`src/rtl/pea_result_drain_if.sv`:
```
// pea_result_drain_if
//   Downstream valid/ready stream that carries one captured result/status pair and
//   its sequence tag.
//   Signals:
//     valid   pair is held on result/status/seq (driven by the drain)
//     ready   consumer accepts the pair when valid && ready
//     result  captured result word
//     status  captured status word
//     seq     sequence tag of the presented pair
//   Modports: master = drain side, slave = consumer side.
interface pea_result_drain_if #(
  parameter int WIDTH = 32,
  parameter int SEQ_W = 8
);
  logic             valid;
  logic             ready;
  logic [WIDTH-1:0] result;
  logic [WIDTH-1:0] status;
  logic [SEQ_W-1:0] seq;

  modport master (output valid, result, status, seq, input ready);
  modport slave  (input valid, result, status, seq, output ready);
endinterface

```
`src/rtl/pea_result_drain.sv`:
```
// pea_result_drain
//   Consumer end of the PEA output path. Pops one entry from the result FIFO and one
//   from the status FIFO together, registers the pair and presents it downstream with a
//   sequence tag. Also keeps a saturating count of pairs with non-zero status, and a
//   sticky desync flag for when one FIFO holds data too long while the other is empty.
//   Ports:
//     clk           system clock, rising edge
//     rst           asynchronous reset, active low
//     drain_en      allows a new pop to start; a pair already in flight always completes
//     result_pop    result FIFO population
//     status_pop    status FIFO population
//     result_data   result FIFO read data, valid one cycle after rd_en_result
//     status_data   status FIFO read data, valid one cycle after rd_en_status
//     rd_en_result  result FIFO read strobe, one-cycle pulse
//     rd_en_status  status FIFO read strobe, always pulsed with rd_en_result
//     out_if        downstream stream (valid/ready/result/status/seq)
//     err_count     saturating count of accepted pairs with non-zero status
//     desync        sticky FIFO skew flag, cleared only by reset
//     busy          high whenever the FSM is not idle
//
// state   | meaning
// IDLE    | waiting for both FIFOs to be non-empty with drain_en high
// READ    | both read strobes asserted for this one cycle
// WAIT    | FIFO read data valid; captured into the output registers at the next edge
// PRESENT | pair held on out_if until the consumer accepts it
module pea_result_drain #(
  parameter int WIDTH   = 32,
  parameter int POP_W   = 1,
  parameter int SEQ_W   = 8,
  parameter int TIMEOUT = 64
) (
  input  logic                  clk,
  input  logic                  rst,
  input  logic                  drain_en,
  input  logic [POP_W-1:0]      result_pop,
  input  logic [POP_W-1:0]      status_pop,
  input  logic [WIDTH-1:0]      result_data,
  input  logic [WIDTH-1:0]      status_data,
  output logic                  rd_en_result,
  output logic                  rd_en_status,
  pea_result_drain_if.master    out_if,
  output logic [15:0]           err_count,
  output logic                  desync,
  output logic                  busy
);

  typedef enum logic [1:0] {IDLE, READ, WAIT, PRESENT} state_t;

  localparam int SKEW_W = $clog2(TIMEOUT + 1);

  state_t            state, state_nxt;
  logic              res_nz, sts_nz;
  logic              accept;
  logic [SKEW_W-1:0] skew_cnt;

  assign res_nz = |result_pop;
  assign sts_nz = |status_pop;
  assign accept = (state == PRESENT) && out_if.valid && out_if.ready;
  assign busy   = (state != IDLE);

  always_ff @(posedge clk or negedge rst) begin
    if (!rst) state <= IDLE;
    else      state <= state_nxt;
  end

  always_comb begin
    state_nxt    = state;
    rd_en_result = 1'b0;
    rd_en_status = 1'b0;
    case (state)
      IDLE:    if (drain_en && res_nz && sts_nz) state_nxt = READ;
      READ: begin
        rd_en_result = 1'b1;
        rd_en_status = 1'b1;
        state_nxt    = WAIT;
      end
      WAIT:    state_nxt = PRESENT;
      PRESENT: if (accept) state_nxt = IDLE;
      default: state_nxt = IDLE;
    endcase
  end

  always_ff @(posedge clk or negedge rst) begin
    if (!rst) begin
      out_if.valid  <= 1'b0;
      out_if.result <= '0;
      out_if.status <= '0;
      out_if.seq    <= '0;
      err_count     <= '0;
    end else begin
      if (state == WAIT) begin
        out_if.result <= result_data;
        out_if.status <= status_data;
        out_if.valid  <= 1'b1;
      end
      if (accept) begin
        out_if.valid <= 1'b0;
        out_if.seq   <= out_if.seq + 1'b1;
        if ((out_if.status != '0) && (err_count != 16'hFFFF))
          err_count <= err_count + 16'd1;
      end
    end
  end

  // Skew counter saturates at TIMEOUT so a long skew cannot wrap it back below the
  // threshold; desync is raised on the edge where the count reaches TIMEOUT.
  always_ff @(posedge clk or negedge rst) begin
    if (!rst) begin
      skew_cnt <= '0;
      desync   <= 1'b0;
    end else if ((state == IDLE) && (res_nz != sts_nz)) begin
      if (skew_cnt != SKEW_W'(TIMEOUT))   skew_cnt <= skew_cnt + 1'b1;
      if (skew_cnt >= SKEW_W'(TIMEOUT - 1)) desync <= 1'b1;
    end else begin
      skew_cnt <= '0;
    end
  end

endmodule

```
`src/flat_wrapper.sv`:
```
// flat-port wrapper written by rule: the top's interface ports become plain ports
module pea_result_drain_flat 
#(
  parameter int WIDTH   = 32,
  parameter int POP_W   = 1,
  parameter int SEQ_W   = 8,
  parameter int TIMEOUT = 64
)
  (clk, rst, drain_en, result_pop, status_pop, result_data, status_data, rd_en_result, rd_en_status, err_count, desync, busy, out_if_valid, out_if_result, out_if_status, out_if_seq, out_if_ready);
  pea_result_drain_if #(.WIDTH(WIDTH), .SEQ_W(SEQ_W)) out_if_i ();
  input  logic clk;
  input  logic rst;
  input  logic drain_en;
  input  logic [POP_W-1:0] result_pop;
  input  logic [POP_W-1:0] status_pop;
  input  logic [WIDTH-1:0] result_data;
  input  logic [WIDTH-1:0] status_data;
  output logic rd_en_result;
  output logic rd_en_status;
  output logic [15:0] err_count;
  output logic desync;
  output logic busy;
  output wire logic [$bits(out_if_i.valid)-1:0] out_if_valid;
  output wire logic [$bits(out_if_i.result)-1:0] out_if_result;
  output wire logic [$bits(out_if_i.status)-1:0] out_if_status;
  output wire logic [$bits(out_if_i.seq)-1:0] out_if_seq;
  input wire logic [$bits(out_if_i.ready)-1:0] out_if_ready;
  assign out_if_valid = out_if_i.valid;
  assign out_if_result = out_if_i.result;
  assign out_if_status = out_if_i.status;
  assign out_if_seq = out_if_i.seq;
  assign out_if_i.ready = out_if_ready;
  pea_result_drain #(.WIDTH(WIDTH), .POP_W(POP_W), .SEQ_W(SEQ_W), .TIMEOUT(TIMEOUT)) u_core (.clk(clk), .rst(rst), .drain_en(drain_en), .result_pop(result_pop), .status_pop(status_pop), .result_data(result_data), .status_data(status_data), .rd_en_result(rd_en_result), .rd_en_status(rd_en_status), .out_if(out_if_i), .err_count(err_count), .desync(desync), .busy(busy));
endmodule
```
`config.mk`:
```
export PLATFORM = sky130hd
export DESIGN_NAME = pea_result_drain_flat
export DESIGN_NICKNAME = d
export VERILOG_FILES = /design/src/rtl/pea_result_drain_if.sv /design/src/rtl/pea_result_drain.sv /design/src/flat_wrapper.sv
export SDC_FILE = /design/constraint.sdc
export NUM_CORES = 1
export LEC_CHECK = 0
export ABC_AREA = 1
export CAP_MARGIN = 5
export CORE_MARGIN = 2
export CORE_UTILIZATION = 45
export CTS_CLUSTER_SIZE = 14
export DETAILED_ROUTE_END_ITERATION = 8
export PLACE_DENSITY = 0.81
export RECOVER_POWER = 50
export SETUP_SLACK_MARGIN = 0.05
export SYNTH_ARGS = -nofsm -noshare
export SYNTH_HDL_FRONTEND = slang
export SYNTH_SLANG_ARGS = --single-unit
```
`constraint.sdc`:
```
create_clock -name clk -period 2.05 [get_ports clk]
set_input_delay 0.3075 -clock clk [delete_from_list [all_inputs] [get_ports clk]]
set_output_delay 0.3075 -clock clk [all_outputs]
set_load 0.02 [all_outputs]
```
After elaboration in Yosys (flattened, before gate mapping). Index checks and enable logic that the tools add are counted.

Register bits after elaboration: 99. Input port bits: 70. Word-level logic and storage cells: 42.

$add $sub $neg: 3. Magnitude comparators: 1. Eq/ne operators: 9. Muxes and demuxes: 8. Reductions and logical operators: 13.

Operators by type and width (count): nonzero test 32 bit (1); adder 16 x 1 -> 16 bit (second input constant) (1); != test 16 bit (second input constant) (1); two-way mux 7 bit (2); adder 8 x 1 -> 8 bit (second input constant) (1); one-hot mux 2 bit (4 select lines) (1); adder 7 x 1 -> 7 bit (second input constant) (1); >= comparator 7 x 6 -> 1 bit (second input constant) (1); != test 7 bit (second input constant) (1); logical AND 1 bit (6); AND reduction 2 bit (3); equality test 2 bit (second input constant) (2); two-way mux 2 bit (2); != test 2 x 1 -> 1 bit (second input constant) (2); nonzero test 2 bit (2); two-way mux 1 bit (3); equality test 2 x 1 -> 1 bit (second input constant) (1); zero test 2 bit (1); != test 2 bit (second input constant) (1); != test 1 bit (1).

Depth between registers and ports, before layout.
Word-level depth: 5. Depth in mapped cells: 10.

Worst setup path after synthesis. No wires, ideal clock.

Path type: register to register. Start: register u_core.err_count[1]. End: register u_core.err_count[11]. Library setup time: 0.118 ns. Arrival: 1.502 ns. Path slack: 0.430 ns. Cell stages (with the launch flop): 10. Period minus slack after synthesis: 1.620 ns. Cells stage by stage: dfrtp_1 > ha_1 > nand2_2 > nor2_4 > nand3_2 > nor2_2 > nor2_4 > buf_2 > nand3_1 > nand2_1.

Cells in the longest elaborated chain, start to end: 3. Elaborated cells between the ends (all ways): 4. Classes of those cells: 1 x add/sub; 1 x eq/ne; 2 x reduce/logical.

Ends and longest elaborated chain: start, declared (RTL line pea_result_drain.sv:42) `output logic [15:0] err_count,`; start signal, assigned (RTL line pea_result_drain.sv:100) `err_count <= err_count + 16'd1;`; parallel branches: the longest is 3 deep, another holds adder 16 x 1 -> 16 bit.

Several ways; the timed one is not identified. A chain may end at the register's enable or synchronous reset.

Worst setup path in the final report.
Start: register u_core.err_count[13]. End: output port err_count[13].

RTL lines: end, declared (RTL line flat_wrapper.sv:20) `output logic [15:0] err_count;`.

No word-level cell between the ends.

==> impl_metrics.toml <==
[critical_path]
cpMaxStageDelayCell = "clkdlybuf4s50_1"
r2r.worst_path.cells = 9
crit_fanout = 7
path_class = "reg -> out"
crit_chain = "clkdlybuf4s50_1"
cp-end-kind = "output pin"
cp-start-kind = "flop"
r2r-start = "u_core.err_count[1]$_DFFE_PN0P_"
path_buf_inv = 1
max_stage_delay_ns = 0.66
crit_family = "buffers and inverters"
r2r-end = "u_core.err_count[2]$_DFFE_PN0P_"
r2r_setup_slack_ns = 0.36
critPathLaunch = "u_core.err_count[13]$_DFFE_PN0P_"
crit_arrival_ns = 1.52
crit_required_ns = 1.74

[placed_design]
postPlaceCellArea_um2 = 6250
place_congestion = 0.821
dp.cells = 731
dpl.hpwl_um = 8310
io_buffers = 162
dp_slack_ns = 0.328

[flow_run]
drv_cap = 0

[pwr]
seqPwrFrac_pct = 35.2
p_sw_mw = 3.52
power_frac_clock_pct = 16.1
p_comb_share_pct = 48.7
power_density_nw_per_um2 = 1430
power_leakage_nw = 2.81
p_sw_share_pct = 38.1
peakVddDrop_mv = 0.856
power.internal_mw = 5.72

[clock_tree]
cts_tree = "done"
cts-root-buf = "clkbuf_8"
cts_made_buffers = 9
htree_levels = 3
path_clk_slew_ns = 0.09
cts_buffer_depth = 2
cts.sinks = 99
clk_latency_ns = 0.36
postCtsSetupBuffers = 0

[global_route]
grt_pass1_wl_um = 18900
gr-usage-all-layers_pct = 21.9
grt_pass1_vias = 3962
antenna_found_initial = 0
grt_max_degree = 100
overflow = 0

[sta]
slew_headroom_pct = 9.93
fin_crit_sh_pct = 89.0
finalHoldViolations = 0
setup_slack_ns = 0.225
tns_ns = 0
fmax_ghz = 0.548
fin_crit_ns = 1.82
timing.hold.ws_ns = 0.375
setup_violations = 0
fin_skew_ns = 0.0102
slew_violations = 0
rsz0062_at_grt = "no"
tightestPinTransition_ns = 1.35

[die]
core_um2 = 9730
start_util_pct = 46.1
io-pin-count = 163
core.rowCount = 36
die_w_um = 104
die_area_um2 = 10800
die_y_um = 104

[synth]
ys.flop_type = "dfrtp_1"
async_flop_share_pct = 100
ys_ff_latch = 99
avgSynthCellArea_um2 = 10.1
syn_nets = 524
synthCells = 446
synth_area_um2 = 4490
yosysUniqueCellTypes = 26
synth-edff-count = 0
ys_seq_area_share_pct = 55.2
synth-warning-count = 0

[layout]
stdcell_count = 747
fin_nets = 687
n_antenna_cell = 0
layout_common_cells = "clkdlybuf4s50_1, nand2_1, dfrtp_1"
fin_area_um2 = 6470
area_growth_syn_to_layout_pct = 44.2
drive_gt1_share_pct = 13.0
final_common_cell = "clkdlybuf4s50_1"

[drt]
firstDrtPassIters = 4
finalWirelength_um = 11400
vias_per_cell = 4.96
routedWlPerCell_um = 15.3
first_iter_violations = 159
ant_nets = 0
num_vias = 3703
drc = 0

[run_status]
status = "completed"

[hold_path]
hp-class = "in -> async"
[registers in the layout, indices dropped and copies added (netlist names)]
register	flops
u_core.out_if.result	32
u_core.out_if.valid	1
u_core.state	2
u_core.out_if.status	32
u_core.desync	1
u_core.err_count	16
u_core.out_if.seq	8
u_core.skew_cnt	7
[worst max-delay path by stage]
stage                                             endpoint  depth (start not counted)
after detailed placement   u_core.err_count[4]$_DFFE_PN0P_                          6
after global placement     u_core.err_count[1]$_DFFE_PN0P_                          6
after global routing                                  busy                          4
after floorplan           u_core.err_count[11]$_DFFE_PN0P_                          9
after CTS                                    err_count[13]                          1
final                                        err_count[13]                          1
[routing by layer]
layer	up-vias	track usage [%]	part of all wire (%)
met2	126	37.5	49
met1	1786	24.5	39
met4	0	8.78	2.6
li1	1770	-	-
met5	-	0	0
met3	21	8.31	8.7
[power by group through the flow]
stage,Sequential (mW),Clock [mW],Combinational [mW]
2_1_floorplan,4.09,0,1.63
3_3_place_gp,3.22,0,4.52
3_5_place_dp,3.28,0,4.61
4_1_cts,3.26,1.53,4.62
5_1_grt,3.35,1.60,4.83
6_report,3.25,1.49,4.50
[cell usage after synthesis (6+ instances only)]
master / instances / share of area (%)
buf_2: 6 / 0.67
dfrtp_1: 99 / 55
ha_1: 8 / 2.2
inv_1: 40 / 3.3
mux2_2: 49 / 12
nand2_1: 100 / 8.4
nand3_1: 31 / 3.5
nand4_1: 10 / 1.4
nor2_1: 38 / 3.2
o21ai_0: 21 / 2.3
xnor2_1: 8 / 1.6
xor2_1: 7 / 1.4
[area by class of cell]
| type | count | area [um2] |
|---|---|---|
| Inverter | 40 | 150 |
| Multi-Input combinational cell | 294 | 1780 |
| Tap cell | 133 | 166 |
| Clock inverter | 7 | 116 |
| Sequential cell | 99 | 2480 |
| Timing Repair Buffer | 165 | 1650 |
| Fill cell | 789 | 3260 |
| Clock buffer | 9 | 124 |
[cell families (layout without fill, tap and decap cells)]
logic type               count (synthesis)  in the layout  synth area share (%)
AO/OA/AOI/OAI                           25             25                  2.85
AND/OR/NAND/NOR                        197            197                  19.5
flip-flops                              99             99                  55.2
buffers and inverters                   53            221                  4.94
adder cells (fa/ha/maj)                  8              8                  2.23
multiplexers                            49             49                  12.3
XOR/XNOR                                15             15                  2.93
[per-stage QoR]
step,utilization [%],power [mW]
6_report,66.5,9.24
5_1_grt,66.5,9.79
4_1_cts,66.7,9.40
3_5_place_dp,64.2,7.89
3_3_place_gp,64.2,7.74
2_1_floorplan,-,5.72
[repair_timing]
| action | 4_1_cts | 5_1_grt |
|---|---|---|
| resized for setup | 3 | 0 |
| endpoints found under the setup margin | 3 | 0 |
| hold buffers | 0 | 0 |
No activity file was read; power rests on OpenSTA's default activity.
